<file path="src/rtl/dds_multi_ch.sv">
// dds_multi_ch: CH_NUM-channel DDS with shadow/active config, linear sweep, amplitude and offset scaling; sine ROM only with DDS_SINE_LUT_EN.
// Latency: accumulator to data_out 3 cycles, config delay-matched.
// Backpressure: none, free-running output every cycle.
module dds_multi_ch #(
    parameter int CH_NUM  = 2,
    parameter int ACC_W   = 32,
    parameter int PHASE_W = 12,
    parameter int OUT_W   = 8,
    parameter int AMP_W   = 9,
    localparam int CH_W   = (CH_NUM > 1) ? $clog2(CH_NUM) : 1
) (
    input  logic                    sys_clk,
    input  logic                    sys_rst,
    input  logic                    cfg_we,
    input  logic [CH_W-1:0]         cfg_ch,
    input  logic [2:0]              cfg_addr,
    input  logic [31:0]             cfg_wdata,
    input  logic                    cfg_update,
    input  logic                    cfg_sync,
    output logic [CH_NUM*OUT_W-1:0] data_out,
    output logic                    out_valid,
    output logic [CH_NUM-1:0]       sweep_done
);

    localparam int SC_W   = OUT_W + AMP_W - 8;
    localparam int PROD_W = OUT_W + AMP_W;
    localparam logic [AMP_W-1:0] AMP_UNITY = AMP_W'(256);
    localparam logic [OUT_W-1:0] HALF      = {1'b1, {(OUT_W-1){1'b0}}};

    typedef struct packed {
        logic [ACC_W-1:0]   freq;
        logic [PHASE_W-1:0] phase;
        logic [AMP_W-1:0]   amp;
        logic [OUT_W-1:0]   offset;
        logic [3:0]         mode;
        logic [ACC_W-1:0]   step;
        logic [ACC_W-1:0]   smax;
        logic [15:0]        sdiv;
    } cfg_t;

    typedef struct packed {
        logic [PHASE_W-1:0] phase;
        logic [2:0]         wave;
        logic [AMP_W-1:0]   amp;
        logic [OUT_W-1:0]   offset;
    } meta_t;

    localparam cfg_t CFG_RST = '{freq: '0, phase: '0, amp: AMP_UNITY, offset: '0,
                                 mode: '0, step: '0, smax: '1, sdiv: '0};
    localparam meta_t META_RST = '{phase: '0, wave: '0, amp: AMP_UNITY, offset: '0};

    cfg_t               shadow_q   [CH_NUM];
    cfg_t               shadow_d   [CH_NUM];
    cfg_t               active_q   [CH_NUM];
    cfg_t               active_d   [CH_NUM];
    logic [ACC_W-1:0]   acc_q      [CH_NUM];
    logic [ACC_W-1:0]   acc_d      [CH_NUM];
    logic [ACC_W-1:0]   freq_cur_q [CH_NUM];
    logic [ACC_W-1:0]   freq_cur_d [CH_NUM];
    logic [15:0]        div_q      [CH_NUM];
    logic [15:0]        div_d      [CH_NUM];
    logic [CH_NUM-1:0]  sweep_done_q;
    logic [CH_NUM-1:0]  sweep_done_d;
    meta_t              meta1_q    [CH_NUM];
    meta_t              meta1_d    [CH_NUM];
    logic [OUT_W-1:0]   raw_q      [CH_NUM];
    logic [OUT_W-1:0]   raw_d      [CH_NUM];
    logic [AMP_W-1:0]   amp2_q     [CH_NUM];
    logic [AMP_W-1:0]   amp2_d     [CH_NUM];
    logic [OUT_W-1:0]   off2_q     [CH_NUM];
    logic [OUT_W-1:0]   off2_d     [CH_NUM];
    logic [SC_W-1:0]    scaled_q   [CH_NUM];
    logic [SC_W-1:0]    scaled_d   [CH_NUM];
    logic [OUT_W-1:0]   off3_q     [CH_NUM];
    logic [OUT_W-1:0]   off3_d     [CH_NUM];
    logic [OUT_W-1:0]   dout_q     [CH_NUM];
    logic [OUT_W-1:0]   dout_d     [CH_NUM];
    logic [1:0]         fill_q;
    logic [1:0]         fill_d;
    logic               out_valid_q;
    logic               out_valid_d;

`ifdef DDS_SINE_LUT_EN
    // Quarter-wave magnitude table; the two MSBs of the phase pick mirror and sign.
    logic [OUT_W-2:0] sine_rom [256];

    initial begin
        real pi_v;
        real amp_v;
        real ang;
        pi_v  = 3.14159265358979;
        amp_v = real'((1 << (OUT_W-1)) - 1);
        for (int i = 0; i < 256; i++) begin
            ang         = (pi_v / 2.0) * (real'(i) + 0.5) / 256.0;
            sine_rom[i] = (OUT_W-1)'($rtoi(amp_v * $sin(ang) + 0.5));
        end
    end

    function automatic logic [OUT_W-1:0] sine_lookup(input logic [PHASE_W-1:0] ph);
        logic [7:0]       idx;
        logic [OUT_W-1:0] mag;
        idx = ph[PHASE_W-2] ? ~ph[PHASE_W-3 -: 8] : ph[PHASE_W-3 -: 8];
        mag = {1'b0, sine_rom[idx]};
        return ph[PHASE_W-1] ? (HALF - mag) : (HALF + mag);
    endfunction
`endif

    function automatic cfg_t apply_write(input cfg_t cur, input logic [2:0] addr,
                                         input logic [31:0] wd);
        cfg_t             r;
        logic [AMP_W-1:0] amp;
        r   = cur;
        amp = wd[AMP_W-1:0];
        case (addr)
            3'd0:    r.freq   = wd[ACC_W-1:0];
            3'd1:    r.phase  = wd[PHASE_W-1:0];
            3'd2:    r.amp    = (amp > AMP_UNITY) ? AMP_UNITY : amp;
            3'd3:    r.offset = wd[OUT_W-1:0];
            3'd4:    r.mode   = wd[3:0];
            3'd5:    r.step   = wd[ACC_W-1:0];
            3'd6:    r.smax   = wd[ACC_W-1:0];
            default: r.sdiv   = wd[15:0];
        endcase
        return r;
    endfunction

    // A write in the same cycle as cfg_update lands in the commit.
    always_comb begin : cfg_comb
        for (int c = 0; c < CH_NUM; c++) begin
            shadow_d[c] = shadow_q[c];
            if (cfg_we && (int'(cfg_ch) == c)) begin
                shadow_d[c] = apply_write(shadow_q[c], cfg_addr, cfg_wdata);
            end
            active_d[c] = cfg_update ? shadow_d[c] : active_q[c];
        end
    end

    always_comb begin : sweep_comb
        logic [ACC_W:0] next_f;
        logic           wrap;
        next_f       = '0;
        wrap         = 1'b0;
        sweep_done_d = '0;
        for (int c = 0; c < CH_NUM; c++) begin
            next_f        = {1'b0, freq_cur_q[c]} + {1'b0, active_q[c].step};
            wrap          = (div_q[c] == active_q[c].sdiv);
            acc_d[c]      = cfg_sync ? '0 : acc_q[c] + freq_cur_q[c];
            freq_cur_d[c] = active_q[c].freq;
            div_d[c]      = '0;
            if (cfg_update) begin
                freq_cur_d[c] = shadow_d[c].freq;
            end else if (active_q[c].mode[3]) begin
                freq_cur_d[c] = freq_cur_q[c];
                div_d[c]      = div_q[c] + 16'd1;
                if (wrap) begin
                    div_d[c] = '0;
                    // A zero step would otherwise reload forever when FREQ sits above SWEEP_MAX.
                    if ((active_q[c].step != '0) && (next_f > {1'b0, active_q[c].smax})) begin
                        freq_cur_d[c]   = active_q[c].freq;
                        sweep_done_d[c] = 1'b1;
                    end else begin
                        freq_cur_d[c] = next_f[ACC_W-1:0];
                    end
                end
            end
        end
    end

    always_comb begin : wave_comb
        logic [PHASE_W-1:0] p;
        logic [OUT_W-1:0]   tri_v;
        p     = '0;
        tri_v = '0;
        for (int c = 0; c < CH_NUM; c++) begin
            meta1_d[c] = '{phase: active_q[c].phase, wave: active_q[c].mode[2:0],
                           amp: active_q[c].amp, offset: active_q[c].offset};
            p     = acc_q[c][ACC_W-1 -: PHASE_W] + meta1_q[c].phase;
            tri_v = p[PHASE_W-1] ? ~p[PHASE_W-2 -: OUT_W] : p[PHASE_W-2 -: OUT_W];
            case (meta1_q[c].wave)
                3'd0: begin
`ifdef DDS_SINE_LUT_EN
                    raw_d[c] = sine_lookup(p);
`else
                    raw_d[c] = tri_v;
`endif
                end
                3'd1:    raw_d[c] = p[PHASE_W-1] ? '0 : '1;
                3'd2:    raw_d[c] = tri_v;
                3'd3:    raw_d[c] = p[PHASE_W-1 -: OUT_W];
                default: raw_d[c] = '0;
            endcase
            amp2_d[c] = meta1_q[c].amp;
            off2_d[c] = meta1_q[c].offset;
        end
    end

    always_comb begin : scale_comb
        logic [PROD_W-1:0] prod;
        logic [SC_W:0]     sum;
        prod = '0;
        sum  = '0;
        for (int c = 0; c < CH_NUM; c++) begin
            prod        = raw_q[c] * amp2_q[c];
            scaled_d[c] = prod[PROD_W-1:8];
            off3_d[c]   = off2_q[c];
            sum         = {1'b0, scaled_q[c]} + {{(SC_W+1-OUT_W){1'b0}}, off3_q[c]};
            dout_d[c]   = (|sum[SC_W:OUT_W]) ? '1 : sum[OUT_W-1:0];
        end
    end

    always_comb begin : valid_comb
        fill_d      = (fill_q == 2'd3) ? fill_q : fill_q + 2'd1;
        out_valid_d = (fill_q == 2'd3);
    end

    always_ff @(posedge sys_clk) begin
        if (sys_rst) begin
            for (int c = 0; c < CH_NUM; c++) begin
                shadow_q[c]   <= CFG_RST;
                active_q[c]   <= CFG_RST;
                acc_q[c]      <= '0;
                freq_cur_q[c] <= '0;
                div_q[c]      <= '0;
                meta1_q[c]    <= META_RST;
                raw_q[c]      <= '0;
                amp2_q[c]     <= AMP_UNITY;
                off2_q[c]     <= '0;
                scaled_q[c]   <= '0;
                off3_q[c]     <= '0;
                dout_q[c]     <= '0;
            end
            sweep_done_q <= '0;
            fill_q       <= '0;
            out_valid_q  <= 1'b0;
        end else begin
            for (int c = 0; c < CH_NUM; c++) begin
                shadow_q[c]   <= shadow_d[c];
                active_q[c]   <= active_d[c];
                acc_q[c]      <= acc_d[c];
                freq_cur_q[c] <= freq_cur_d[c];
                div_q[c]      <= div_d[c];
                meta1_q[c]    <= meta1_d[c];
                raw_q[c]      <= raw_d[c];
                amp2_q[c]     <= amp2_d[c];
                off2_q[c]     <= off2_d[c];
                scaled_q[c]   <= scaled_d[c];
                off3_q[c]     <= off3_d[c];
                dout_q[c]     <= dout_d[c];
            end
            sweep_done_q <= sweep_done_d;
            fill_q       <= fill_d;
            out_valid_q  <= out_valid_d;
        end
    end

    always_comb begin : out_comb
        data_out = '0;
        for (int c = 0; c < CH_NUM; c++) begin
            data_out[c*OUT_W +: OUT_W] = dout_q[c];
        end
    end

    assign out_valid  = out_valid_q;
    assign sweep_done = sweep_done_q;

endmodule

</file>
<file path="config.mk">
export PLATFORM = sky130hd
export DESIGN_NAME = dds_multi_ch
export DESIGN_NICKNAME = d
export VERILOG_FILES = /design/src/rtl/dds_multi_ch.sv
export SDC_FILE = /design/constraint.sdc
export NUM_CORES = 2
export LEC_CHECK = 0
export CAP_MARGIN = 20
export CELL_PAD_IN_SITES_DETAIL_PLACEMENT = 0
export CELL_PAD_IN_SITES_GLOBAL_PLACEMENT = 1
export CORE_ASPECT_RATIO = 1.4
export CORE_MARGIN = 5
export CORE_UTILIZATION = 50
export DETAILED_ROUTE_END_ITERATION = 10
export PLACE_DENSITY = 0.83
export SLEW_MARGIN = 10
export SYNTH_ARGS = -nofsm -noshare
export SYNTH_HDL_FRONTEND = slang
export SYNTH_SLANG_ARGS = --single-unit
</file>
<file path="constraint.sdc">
create_clock -name sys_clk -period 10.4 [get_ports sys_clk]
set_input_delay 2.08 -clock sys_clk [delete_from_list [all_inputs] [get_ports sys_clk]]
set_output_delay 2.08 -clock sys_clk [all_outputs]
set_load 0.02 [all_outputs]
</file>
==> metrics.md <==
| Metric | Value |
|---|---|
| Met1 usage | 28.4% |
| Max incr delay on CP | 0.79 ns |
| CP endpoint | freq_cur_q[0][7] |
| CP Class | flip-flop to flip-flop |
| Reg2reg path depth | 21 |
| DRC viols | 0 |
| Vias in the first global route | 31614 |
| Setup violators final | 0 |
| RSZ-0062 raised after global routing | false |
| Post-CTS sizing | 0 |
| Most Used Layer, Global Route | met2 |
| #FFs+latches synth | 909 |
| HPWL after DPL | 77300 um |
| Avg Synthesized Cell Area | 9.46 um^2 |
| Hold Fails Final Rpt | 0 |
| Outcome | completed |
| Layout cell share with drive strength beyond 1 | 6.54% |
| Unique masters post-synth | 94 |
| Max Slew Vio Count | 0 |
| Asr flop ratio synth | 0% |
| Final wirelength | 111000 um |
| TritonCTS clock tree | done |
| Max cap viols | 0 |
| Skew final | 0.0287 ns |
| Mapped Area | 0.0442 mm^2 |
| Grt met3 use | 2.90% |
| Post-CTS Hold Fix Bufs | 0 |
| Crit end category | flip-flop |
| CTS Sinks | 909 |
| Synth Instances | 4669 |
| Slowest-stage cell, CP | nor2_1 |
| Worst Hold Class | flip-flop to flip-flop |
| Flop2flop setup slack | 4.43 ns |
| Area grow syn2layout | 10.4% |
| Worst path required time | 10.99 ns |
| Reg2reg start | freq_cur_q[0][0] |
| Share of the synthesized area in the top cell type | 41.2% |
| Final worst path period share | 57.4% |
| Worst skew pair latency | 0.67 ns |
| Clock Tree Buf Depth | 3 |
| Leakage | 21.9 nW |
| Core Area | 0.0880 mm^2 |
| Initial core utilization | 50.2% |
| CP Depth | 21 |
| WL/cell | 18.8 um |
| RR Endpoint | freq_cur_q[0][7] |
| Clk root buf | clkbuf_16 |
| Main area contributors after synthesis | dfxtp_1, ha_1, mux2i_1 |
| Worst Path Max Fanout | 13 |
| CP startpoint | freq_cur_q[0][0] |
| H-tree depth | 3 |
| Cell repeated most along the worst path | a21oi_1 |
| Setup Buffers After CTS | 0 |
| FMAX | 0.168 GHz |
| Crit path arrival time | 6.56 ns |
| TNS Setup | 0 ns |
| First-pass DRT Iterations | 6 |
| GRT Residual Overflow | 0 |
| Maximum VDD drop | 0.000151 V |
| Cell area power density | 159 mW/mm^2 |
| Via count | 32285 |
| Total Nets Final | 5047 |
| I/O Pins | 60 |
| Post-route ant nets | 0 |
| Sequential share of the synthesized area | 41.2% |
| Placed cell count | 5706 |
| Number of synthesized flops with an enable pin | 0 |
| Crit-path leading delay family | compound AO/OA/AOI/OAI gates |
| Routability cong. | 0.904 |
| Initial antenna violation count | 5 |
| Initial DRC Count | 1771 |
| Via density | 5.49 |
| Die area | 0.0945 mm^2 |
| Crit path cell chain | ha_1 -> fa_1 -> a211oi_1 -> o211ai_1 -> a311oi_1 -> a21oi_1 -> a21bo_2 -> nor2b_1 -> nor3_1 -> xnor2_1 -> ha_1 -> a21oi_1 -> o21a_1 -> a21oi_1 -> a221o_1 -> o21ai_0 -> a41oi_1 -> nand2b_1 -> nor2_1 -> a221oi_1 -> o21ai_1 |
| Fin util | 55.4% |
| Post-synthesis net count | 5095 |
| Top_reg_cell synth | dfxtp_1 |
| GRT Total Usage | 23.0% |
| Worst slew pin tran | 1.06 ns |
| Yosys top cell by area | dfxtp_1 |
| Yosys warnings | 0 |
| FP Rows | 129 |
| Num CTS Buffers | 90 |
| Min cycle time layout | 5.97 ns |
| Die H | 362 um |
| Die width | 261 um |
| GR Util met2 | 40.9% |
| Worst-path clk slew | 0.07 ns |
| First-pass GRT wire length | 174000 um |
| Slew HR | 28.7% |
| Filler instances | 7941 |
| Largest net degree at the start of global routing | 202 |
| CP bufs+invs | 0 |
| Port-buffer cells | 59 |
| Setup crit start kind | flip-flop |
| Non-Filler Instances | 5878 |
-- cell usage after synthesis (all sizes together) (56+ instances only) --
library cell,count
a211o,68
nor2,717
a21oi,190
and2,85
inv,200
xnor2,113
a21o,72
ha,297
mux2i,337
fa,88
clkbuf,192
nand2,201
a211oi,153
xor2,98
mux2,56
dfxtp,909
o21ai,107
nor2b,144
nand2b,91
-- registers in the layout, indices dropped and copies added (netlist names), 16 cells and up --
name / cells
dout_q: 16
div_q: 32
freq_cur_q: 64
shadow_q: 290
scaled_q: 18
raw_q: 16
active_q: 290
amp2_q: 18
acc_q: 64
meta1_q: 64
off2_q: 16
off3_q: 16
-- worst min-delay path by stage --
stage / startpoint / endpoint / slack, ns / cells past startpoint
2_1_floorplan: meta1_q[0][48] / amp2_q[0][17] / 0.39 / 1
3_3_place_gp: meta1_q[0][48] / amp2_q[0][17] / 0.39 / 1
3_5_place_dp: meta1_q[0][16] / amp2_q[0][8] / 0.39 / 1
4_1_cts: meta1_q[0][48] / amp2_q[0][17] / 0.42 / 1
5_1_grt: meta1_q[0][48] / amp2_q[0][17] / 0.44 / 1
6_report: meta1_q[0][48] / amp2_q[0][17] / 0.41 / 1
-- where the power goes --
part	internal [mW]	switching (mW)
combinational	0.238	0.404
clock	2.00	1.45
sequential	3.58	0.0769
total	5.82	1.93
-- worst register-to-register path, cell delays in order (launching register included) --
cell	delay [ns]
dfxtp_1	0.34
ha_1	0.25
fa_1	0.42
a211oi_1	0.30
o211ai_1	0.24
a311oi_1	0.33
a21oi_1	0.20
a21bo_2	0.28
nor2b_1	0.13
nor3_1	0.22
xnor2_1	0.21
ha_1	0.31
a21oi_1	0.14
o21a_1	0.17
a21oi_1	0.07
a221o_1	0.36
o21ai_0	0.34
a41oi_1	0.19
nand2b_1	0.19
nor2_1	0.79
a221oi_1	0.25
o21ai_1	0.17
-- layer usage --
metal	share of wire (%)	up-vias
li1	-	16068
met1	43	15411
met2	49	587
met3	3.7	219
met4	4.1	0
met5	0	-
-- cell type report --
cell class / instances / area [um^2] / area share (%)
timing repair buffer: 96 / 933 / 1.91
antenna: 3 / 7.51 / 0.0154
clock buffer: 126 / 2580 / 5.29
sequential: 909 / 18200 / 37.3
clock inverter: 41 / 574 / 1.18
inverter: 201 / 762 / 1.56
multi-input combinational: 3323 / 24200 / 49.7
tap: 1179 / 1480 / 3.03
-- metrics by stage --
stage | total power, mW | worst slack [ns] | hold WS, ns | instance area (um^2)
finish | 7.75 | 4.43 | 0.414 | 48700
global placement | 4.36 | 4.67 | 0.391 | 45500
floorplan | 4.16 | 5.54 | 0.389 | 44200
detailed placement | 4.37 | 4.55 | 0.393 | 45500
global route | 8.04 | 4.05 | 0.436 | 48700
CTS | 7.83 | 4.49 | 0.416 | 48700
-- layout by cell type, fill, tap and decap left out, types with 55 or more instances in the layout --
cell type and count:
nor2_1 712, dfxtp_1 909, a211oi_1 152, ha_1 297, mux2_2 56, xor2_1 98, a211o_1 68, fa_1 88
a21oi_1 187, a21o_1 69, nand2b_1 91, inv_1 200, o21ai_0 95, clkdlybuf4s50_1 55, clkbuf_16 92, and2_1 84
nand2_1 200, nor2b_1 144, mux2i_1 337, xnor2_1 111
-- logic make-up after synthesis --
family                   count (synthesis)  synth area share (%)
flip-flops                             909                  41.2
buffers and inverters                  437                  4.10
XOR/XNOR                               211                  4.27
multiplexers                           393                  9.07
adder cells (fa/ha/maj)                385                  12.4
AND/OR/NAND/NOR                       1480                  15.6
AO/OA/AOI/OAI                          854                  13.3
No activity file was read; power rests on OpenSTA's default activity.
